===== config.mk =====
export PLATFORM = sky130hd
export DESIGN_NAME = writeback_commit
export DESIGN_NICKNAME = d
export VERILOG_FILES = /design/src/rtl/writeback_commit.sv
export SDC_FILE = /design/constraint.sdc
export NUM_CORES = 1
export LEC_CHECK = 0
export CAP_MARGIN = 20
export CORE_MARGIN = 4
export CORE_UTILIZATION = 39
export DETAILED_ROUTE_END_ITERATION = 6
export PLACE_DENSITY = 0.68
export RECOVER_POWER = 100
export SLEW_MARGIN = 20
export SYNTH_ARGS = -nofsm -noshare
export SYNTH_HDL_FRONTEND = slang
export SYNTH_SLANG_ARGS = --single-unit

===== constraint.sdc =====
create_clock -name clk -period 9.9 [get_ports clk]
set_input_delay 1.98 -clock clk [delete_from_list [all_inputs] [get_ports clk]]
set_output_delay 1.98 -clock clk [all_outputs]
set_load 0.01 [all_outputs]

===== src/rtl/writeback_commit.sv =====
// Commit stage: turns executed results into GPR writes, PC loads, or buffered RAM stores.
// Stores drain in order through a FIFO and a two-state req/ack FSM.
module writeback_commit #(
  parameter int DATA_W   = 32,
  parameter int ADDR_W   = 32,
  parameter int REG_AW   = 4,
  parameter int SB_DEPTH = 4
) (
  input  logic                        clk,
  input  logic                        rst,
  input  logic                        in_valid,
  output logic                        in_ready,
  input  logic                        in_store,
  input  logic                        in_branch,
  input  logic [REG_AW-1:0]           in_rd,
  input  logic [ADDR_W-1:0]           in_addr,
  input  logic [DATA_W-1:0]           in_result,
  output logic                        gpr_we,
  output logic [REG_AW-1:0]           gpr_waddr,
  output logic [DATA_W-1:0]           gpr_wdata,
  output logic                        pc_load,
  output logic [ADDR_W-1:0]           pc_value,
  output logic                        ram_req,
  output logic [ADDR_W-1:0]           ram_addr,
  output logic [DATA_W-1:0]           ram_wdata,
  input  logic                        ram_ack,
  output logic [$clog2(SB_DEPTH):0]   sb_count,
  output logic                        sb_empty
);

  localparam int PW = $clog2(SB_DEPTH);
  localparam int CW = PW + 1;
  localparam logic [CW-1:0] DEPTH_C = CW'(SB_DEPTH);

  typedef enum logic {S_IDLE = 1'b0, S_REQ = 1'b1} ram_state_t;

  ram_state_t        state_r;
  logic [ADDR_W-1:0] sb_addr_r [SB_DEPTH];
  logic [DATA_W-1:0] sb_data_r [SB_DEPTH];
  logic [PW-1:0]     wr_ptr_r;
  logic [PW-1:0]     rd_ptr_r;
  logic [CW-1:0]     count_r;

  logic accept_s;
  logic is_gpr_s;
  logic is_branch_s;
  logic is_store_s;
  logic push_s;
  logic pop_s;

  assign in_ready = (count_r < DEPTH_C);
  assign accept_s = in_valid & in_ready;
  assign sb_count = count_r;
  assign sb_empty = (count_r == {CW{1'b0}}) & ~ram_req;
  assign push_s   = accept_s & is_store_s;
  // Only an ack against an outstanding request retires the head entry.
  assign pop_s    = (state_r == S_REQ) & ram_ack;

  // Decode the {store,branch} op class of the incoming result.
  always_comb begin
    is_gpr_s    = 1'b0;
    is_branch_s = 1'b0;
    is_store_s  = 1'b0;
    case ({in_store, in_branch})
      2'b01:   is_branch_s = 1'b1;
      2'b10:   is_store_s  = 1'b1;
      default: is_gpr_s    = 1'b1;
    endcase
  end

  // GPR write and PC load strobes; data outputs hold when the strobe is low.
  always_ff @(posedge clk) begin
    if (rst) begin
      gpr_we    <= 1'b0;
      gpr_waddr <= '0;
      gpr_wdata <= '0;
      pc_load   <= 1'b0;
      pc_value  <= '0;
    end else begin
      gpr_we  <= accept_s & is_gpr_s;
      pc_load <= accept_s & is_branch_s;
      if (accept_s & is_gpr_s) begin
        gpr_waddr <= in_rd;
        gpr_wdata <= in_result;
      end
      if (accept_s & is_branch_s) begin
        pc_value <= in_result[ADDR_W-1:0];
      end
    end
  end

  // Store-buffer payload storage; contents are don't-care until counted.
  always_ff @(posedge clk) begin
    if (push_s) begin
      sb_addr_r[wr_ptr_r] <= in_addr;
      sb_data_r[wr_ptr_r] <= in_result;
    end
  end

  // Store-buffer pointers and occupancy; pointers wrap naturally at SB_DEPTH.
  always_ff @(posedge clk) begin
    if (rst) begin
      wr_ptr_r <= '0;
      rd_ptr_r <= '0;
      count_r  <= '0;
    end else begin
      if (push_s) begin
        wr_ptr_r <= wr_ptr_r + PW'(1);
      end
      if (pop_s) begin
        rd_ptr_r <= rd_ptr_r + PW'(1);
      end
      case ({push_s, pop_s})
        2'b10:   count_r <= count_r + CW'(1);
        2'b01:   count_r <= count_r - CW'(1);
        default: count_r <= count_r;
      endcase
    end
  end

  // RAM drain FSM: latch the head into the request registers and hold until ack.
  always_ff @(posedge clk) begin
    if (rst) begin
      state_r   <= S_IDLE;
      ram_req   <= 1'b0;
      ram_addr  <= '0;
      ram_wdata <= '0;
    end else begin
      case (state_r)
        S_IDLE: begin
          if (count_r != {CW{1'b0}}) begin
            ram_addr  <= sb_addr_r[rd_ptr_r];
            ram_wdata <= sb_data_r[rd_ptr_r];
            ram_req   <= 1'b1;
            state_r   <= S_REQ;
          end
        end
        S_REQ: begin
          if (ram_ack) begin
            ram_req <= 1'b0;
            state_r <= S_IDLE;
          end
        end
        default: begin
          ram_req <= 1'b0;
          state_r <= S_IDLE;
        end
      endcase
    end
  end

endmodule

; After elaboration in Yosys (flattened, before gate mapping)
; Memory sizes are Yosys's and may differ from the RTL's. A register that Yosys moved wholly into a read port is not among the register bits.
; Index checks and enable logic that the tools add are counted.
[op_classes]
add_sub_neg = 4
order_cmp = 1
n_eq_ne = 6
bitwise = 8
mux = 12
reduce_logical = 6
[op_table]
columns = cell, count
row1 = $mux W1, 9
row2 = $and A1 B1 Y1, 6
row3 = $pmux W3 S2, 1
row4 = $add A2 B1 Y2 const B, 2
row5 = $eq A2 B1 Y1 const B, 2
row6 = $eq A2 B2 Y1 const B, 2
row7 = $ne A2 B2 Y1 const B, 2
row8 = $pmux W1 S2, 2
row9 = $reduce_and A2 Y1, 2
row10 = $add A3 B1 Y3 const B, 1
row11 = $logic_not A3 Y1, 1
row12 = $lt A3 B3 Y1 const B, 1
row13 = $reduce_bool A3 Y1, 1
row14 = $sub A3 B1 Y3 const B, 1
row15 = $not A1 Y1, 2
row16 = $reduce_bool A2 Y1, 1
row17 = $reduce_or A2 Y1, 1
[totals]
n_memories = 2
inputBits = 74
ram_bits = 256
register_bits = 79
[mem_list]
columns = memory, depth, word_bits, rd, rd_clocked_by_memory_dff, wr, line_no
row1 = sb_addr_r, 4, 32, 1, 1, 1, 38  ; logic [ADDR_W-1:0] sb_addr_r [SB_DEPTH];
row2 = sb_data_r, 4, 32, 1, 1, 1, 39  ; logic [DATA_W-1:0] sb_data_r [SB_DEPTH];

; Longest topological paths before layout
; Gate-level depths: netlist (run 1).
[logic_depth]
ltp_word = 5
depth_mapped = 11

; Least setup slack after synthesis (run 1)
; Ideal clock, no wire load.
[synth_path]
kind = input-to-reg
from = input in_branch
to = memory sb_addr_r[0][0], enable pin
stages = 5
setup_time_ns = 0.429
arrival_ns = 4.048
setup_slack_ns = 5.423
cell_sequence = inv_1 > ha_1 > and3b_1 > clkbuf_1 > and2_1
[synth_via]
elab_chain_len = 5
[synth_rtl]
columns = item, line_no
row1 = "start, declared", 14  ; input logic in_branch,
row2 = $eq A2 B2 Y1, 64  ; case ({in_store, in_branch})
row3 = $mux W1, 64
row4 = $and A1 B1 Y1, 55  ; assign push_s = accept_s & is_store_s;
row5 = $mux W1, 94  ; if (push_s) begin
row6 = $mux W1 (implied by the code), 95  ; sb_addr_r[wr_ptr_r] <= in_addr;
row7 = "end, declared", 38
; Every way passes these cells.

==> out/metrics.cfg, run 1 <==
[status]
status = complete, but fails checks
violations = max-capacitance violations, max-slew violations

[global_route]
antenna_found_initial = 0
grt_pass1_vias = 8166
track_usage = 0.157
grt_max_degree = 82
grt-ovfl-total = 0
grt_pass1_wl_mm = 47.8

[sta]
slew_headroom = -2.24
worstMarginPinSlew_ns = 4.85
timing.final.crit_share = 0.668
hold_viol_final = 0
max_freq_ghz = 0.151
finalSetupTns_ns = 0
holdWs_ns = 0.451
fin_crit_ns = 6.61
setup_viol = 0
rsz0062_at_grt = no
skew_ns = 0.0205
drv_slew = 199

[placed_design]
place_hpwl_mm = 18.4
postPlaceCellArea_um2 = 16600
io_buffers = 213
place_congestion = 0.741

[synthesis]
synth_common_cells = 256 x edfxtp_1, 143 x dfxtp_1, 137 x nand2_1
yosysWarnings = 0
synth.largest_area_cell = edfxtp_1
ys_seq_area_frac = 0.750
syn_inst = 838
ys.flop_type = edfxtp_1
syn_avg_cell_area_um2 = 16.8
ys_top_cells_by_area = edfxtp_1 55%, dfxtp_1 20%, mux4_2 10%, a22o_1 4.0%, nand2_1 3.7%
synth_fp_nets = 920
netlist.area_leader.share = 0.547
synth_most_common_cell = edfxtp_1
syn_area_um2 = 14100
synth-edff-count = 256
ys_ff_latch = 399
async_flop_share = 0
ys_types = 30

[clocking]
hold_buffers = 0
cts-root-buf = clkbuf_16
cts_tree = built
cts_resized = 0
post-cts-setup-buffers = 0
numClockSinks = 399
insertion_delay_ns = 0.53
clk_pin_slew_ns = 0.06
cts_buffer_depth = 3
cts_buffers = 42
cts_max_level = 2

[route]
viasPerCell = 5.05
num_vias = 7818
drt-pass1-iter-count = 4
drt_wl_total_mm = 31.1
drc = 0
avgRoutedWirePerCell_um = 20.1
ant_nets = 0
drtIter0Drc = 399

[setup_path]
crit_type = input port to flip-flop
end_kind = flip-flop
crit_chain = buf_2 > clkbuf_1 > nor3_4 > clkbuf_1 > a22o_1
cp_common_cell = clkbuf_1
cp.arrival_ns = 7.01
required_ns = 10.30
max_stage_delay_ns = 2.75
critical_path.slowest_cell = clkbuf_1
critPathLaunchType = input port
crit_fanout = 81

[floorplan]
die_area_um2 = 39200
rows = 69
die_height_um = 198
start_util = 0.395
coreArea_um2 = 35600
io_pins = 214
die_x_um = 198

[final_layout]
utilization = 0.509
layout-drive-gt1-share = 0.135
area_growth_syn_to_layout_pct = 28.9
layout.nets = 1135
design_area_um2 = 18100
diodes = 0

[flow_run]
drv_cap = 3

[power]
vdd_drop_max_mv = 0.199
power_density_nw_per_um2 = 220
power.leakage_nw = 6.41
power_w = 0.00399

[min_path]
hp-class = flip-flop to flip-flop

layout by cell type (no fill, tap or decap), types with 2 or more instances in the layout:
| cell type | netlist | final |
|---|---|---|
| a22o_1 | 64 | 64 |
| ha_1 | 7 | 7 |
| clkbuf_1 | 33 | 8 |
| clkinv_1 | 0 | 2 |
| or3_1 | 1 | 2 |
| and3b_1 | 3 | 3 |
| clkbuf_8 | 0 | 5 |
| mux4_2 | 64 | 64 |
| a21oi_1 | 70 | 70 |
| dfxtp_1 | 143 | 141 |
| nor2_1 | 11 | 11 |
| clkbuf_16 | 0 | 43 |
| dfxtp_4 | 0 | 2 |
| clkinv_2 | 0 | 6 |
| xnor2_1 | 2 | 2 |
| and2_4 | 0 | 3 |
| edfxtp_1 | 256 | 256 |
| inv_6 | 0 | 2 |
| xor2_1 | 3 | 3 |
| nand3b_1 | 2 | 2 |
| nand2_1 | 137 | 137 |
| buf_4 | 3 | 6 |
| clkdlybuf4s50_1 | 0 | 9 |
| dlygate4sd3_1 | 0 | 203 |
| clkinvlp_4 | 0 | 2 |
| inv_1 | 11 | 11 |
| bufinv_16 | 0 | 10 |
worst max-delay path: cells and delay by family:
family | cells | cell delay [ns]
compound gates | 1 | 0.54
buf+inv | 3 | 3.92
simple gates | 1 | 0.45
cell families (layout without fill, tap and decap cells):
group,Yosys count,count (layout),share of synthesized area
adder cells (fa/ha/maj),8,8,0.00765
flip-flops,399,399,0.750
buffers and inverters,61,309,0.0209
AO/OA/AOI/OAI,138,138,0.0674
AND/OR/NAND/NOR,162,162,0.0473
XOR/XNOR,5,5,0.00312
multiplexers,65,65,0.103
final timing paths:
check	end	cells after the start	startpoint	slack, ns
worst min register to register	pc_value[26]	2	pc_value[26]	0.45
worst max register to register	sb_addr_r[3][29]	2	sb_count[2]	4.94
worst max-delay path	ram_addr[16]	5	rst	3.29
worst min-delay path	pc_value[26]	2	pc_value[26]	0.45
flip-flops by register name (all words and copies together) (netlist names):
signal and count:
gpr_waddr 4, gpr_wdata 32, gpr_we 1, pc_load 1
pc_value 32, ram_addr 32, ram_req 1, ram_wdata 32
rd_ptr_r 2, sb_addr_r 128, sb_count 3, sb_data_r 128
state_r 1, wr_ptr_r 2
per-stage QoR:
| stage | cells | worst slack (ns) |
|---|---|---|
| final | 1547 | 3.29 |
| after global routing | 1547 | 2.91 |
| after global placement | 1470 | 5.59 |
| after detailed placement | 1470 | 5.54 |
| after CTS | 1547 | 5.81 |
| after floorplan | 838 | 5.42 |
where the power goes:
group | internal (W) | leakage, nW | switching [W] | total, W
clock network | 0.00110 | 0.754 | 0.000629 | 0.00173
logic | 0.000192 | 2.17 | 0.000192 | 0.000384
registers | 0.00184 | 3.48 | 0.0000440 | 0.00188
total | 0.00313 | 6.41 | 0.000866 | 0.00399
layer usage:
| layer | vias to the layer above | routed length (um) | GRT usage |
|---|---|---|---|
| met1 | 3938 | 13300 | 0.212 |
| li1 | 3622 | - | - |
| met2 | 209 | 14800 | 0.253 |
| met5 | - | 0 | 0 |
| met3 | 49 | 2410 | 0.0471 |
| met4 | 0 | 548 | 0.0370 |
cell type report:
| cell class | count | area [um2] |
|---|---|---|
| Clock inverter | 23 | 379 |
| Inverter | 11 | 41.3 |
| Clock buffer | 54 | 1170 |
| Multi-Input combinational cell | 378 | 3220 |
| Tap cell | 461 | 577 |
| Sequential cell | 399 | 10600 |
| Timing Repair Buffer | 221 | 2180 |
| Fill cell | 2980 | 17400 |
(Power assumes the default switching activity.)
==> inputs of run 2 (changes only) <==
clock period = 6.6 ns   (was 9.9 ns; I/O delays follow)
==> run 2 against run 1 <==
  * The run still ends with max-capacitance violations, max-slew violations left
  * Sequential share of layout area up 0.36 points
  * Die area stayed put
  * Worst setup slack got worse by 1.1 ns
  * Sequential power increased by 51%
  * Non-clock buffer count stayed put
  * Critical path depth down 1
  * Final cell count did not move
  * Hold slack barely moved
  * Register-to-register slack lost 1.9 ns
  * Combinational power up 48%
  * Clock power increased by 40%
  * Total power grew 46%
  * Highest routed layer unchanged
==> out/metrics.cfg, run 2 (synthesized netlist as in run 1, its figures left out) <==
[placed_design]
io_buffers = 213  ; unchanged
place_congestion = 0.729  ; -1.6%
dp_cells = 1470  ; unchanged
place_hpwl_mm = 18.4  ; -0.16%

[sta]
drv_slew = 67  ; -66%
slew_headroom = -0.401  ; +1.84
rsz0062_at_grt = no
hold_viol_final = 0  ; unchanged
skew_ns = 0.0215  ; +0.00100 ns
max_freq_ghz = 0.227
finalSetupTns_ns = 0  ; unchanged
fin_crit_ns = 4.40
worstMarginPinSlew_ns = 2.10  ; -2.75 ns
setup_viol = 0  ; unchanged
timing.final.crit_share = 0.666

[power]
vdd_drop_max_mv = 0.215  ; +8.1%
power_density_nw_per_um2 = 323  ; +46%
power.leakage_nw = 6.35  ; -0.81%

[final_layout]
utilization = 0.506  ; -0.00313
stdcell_count = 1547  ; unchanged
layout.nets = 1135  ; unchanged
layout-drive-gt1-share = 0.130  ; -0.00552
layout_common_cells = 256 x edfxtp_1, 204 x dlygate4sd3_1, 141 x dfxtp_1
reg_top3 = sb_addr_r: 128 flops, sb_data_r: 128 flops
area_growth_syn_to_layout_pct = 28.1
final_common_cell = edfxtp_1
diodes = 0  ; unchanged

[route]
num_vias = 7815  ; -0.038%
avgRoutedWirePerCell_um = 20.0  ; -0.72%
drc = 0  ; unchanged
drtIter0Drc = 373  ; -6.5%
drt-pass1-iter-count = 5  ; +1
ant_nets = 0  ; unchanged
drt_wl_total_mm = 30.9  ; -0.72%
viasPerCell = 5.05  ; about the same

[min_path]
worstHoldPathCells = 2  ; unchanged
hold_end = pc_value[18]
hp-start = pc_value[18]
hp-class = flip-flop to flip-flop

[clocking]
cts_resized = 0  ; unchanged
clk_pin_slew_ns = 0.06  ; about the same
numClockSinks = 399  ; unchanged
cts_buffer_depth = 3  ; unchanged
insertion_delay_ns = 0.53  ; about the same
post-cts-setup-buffers = 0  ; unchanged
cts_tree = built
cts-root-buf = clkbuf_16
cts_buffers = 42  ; unchanged
cts_max_level = 2  ; unchanged
hold_buffers = 0  ; unchanged

[global_route]
track_usage = 0.156  ; -0.000887
antenna_found_initial = 1  ; +1
met1_usage = 0.214  ; +0.00183
grt_use_met3 = 0.0439  ; -0.00323
grt_max_degree = 66  ; -20%
use_met2 = 0.252  ; -0.00101
top_usage_layer = met2
grt_pass1_vias = 8049  ; -1.4%
grt_pass1_wl_mm = 47.6  ; -0.35%
grt-ovfl-total = 0  ; unchanged

[setup_path]
path_delay_family = compound AO/OA/AOI/OAI gates
end_kind = flip-flop
path_buf_inv = 2  ; -1
cp_num_cells = 4  ; -1
reg2reg_to = ram_addr[29]
required_ns = 7.05  ; -3.25 ns
regToRegStartpoint = sb_count[2]
critical_path.slowest_cell = a21oi_1
crit_chain = clkbuf_1 > a21oi_1 > buf_4 > a22o_1
reg2reg_depth = 4  ; +2
crit_type = input port to flip-flop
max_stage_delay_ns = 1.90  ; -0.85 ns
reg2reg_slack_ns = 3.05  ; -1.89 ns
cp.arrival_ns = 4.85  ; -2.16 ns
crit_fanout = 41  ; -49%
critPathLaunchType = input port

[status]
status = complete, but fails checks
violations = max-capacitance violations, max-slew violations

[floorplan]
die_area_um2 = 39200  ; unchanged
die_x_um = 198  ; unchanged
die_height_um = 198  ; unchanged
rows = 69  ; unchanged
start_util = 0.395  ; unchanged
coreArea_um2 = 35600  ; unchanged
io_pins = 214  ; unchanged

[flow_run]
drv_cap = 2  ; -1

==> run 2: layout make-up <==
class / count / area (um2)
Clock buffer: 60 / 1200
Clock inverter: 17 / 241
Fill cell: 2951 / 17600
Inverter: 11 / 41.3
Multi-Input combinational cell: 378 / 3210
Sequential cell: 399 / 10600
Tap cell: 461 / 577
Timing Repair Buffer: 221 / 2180
==> run 2: worst max path at each step <==
stage | startpoint | to | slack [ns]
floorplan | in_branch | sb_addr_r[0][0] | 2.78
global placement | in_branch | sb_count[2] | 2.95
finish | rst | ram_addr[29] | 2.20
global route | rst | ram_addr[16] | 1.90
CTS | sb_count[2] | sb_empty | 3.18
detailed placement | rst | ram_wdata[10] | 2.87
==> run 2: through the flow <==
step	power (W)	instance area (um2)	hold slack (ns)	setup WS (ns)
after floorplan	0.00319	14100	0.481	2.78
after global placement	0.00350	16600	0.441	2.95
after detailed placement	0.00351	16600	0.448	2.87
after CTS	0.00594	18000	0.458	3.18
after global routing	0.00606	18000	0.467	1.90
final	0.00581	18000	0.451	2.20
==> run 2: routing by layer <==
metal / share of wire / routed length [um]
met2: 0.48 / 14700
met3: 0.071 / 2210
met4: 0.014 / 440
met1: 0.44 / 13600
met5: 0 / 0
==> run 2: worst min-delay path: cells and delay by family, from the launching register on <==
family / cells / cell delay [ns]
flops: 1 / 0.30
simple gates: 1 / 0.05
compound gates: 1 / 0.05
==> run 2: power by group <==
| group | leakage [nW] | total [W] | internal (W) | switching (W) |
|---|---|---|---|---|
| Clock | 0.700 | 0.00242 | 0.00150 | 0.000916 |
| Combinational | 2.18 | 0.000570 | 0.000284 | 0.000286 |
| Sequential | 3.48 | 0.00283 | 0.00276 | 0.0000657 |
| Total | 6.35 | 0.00581 | 0.00455 | 0.00127 |
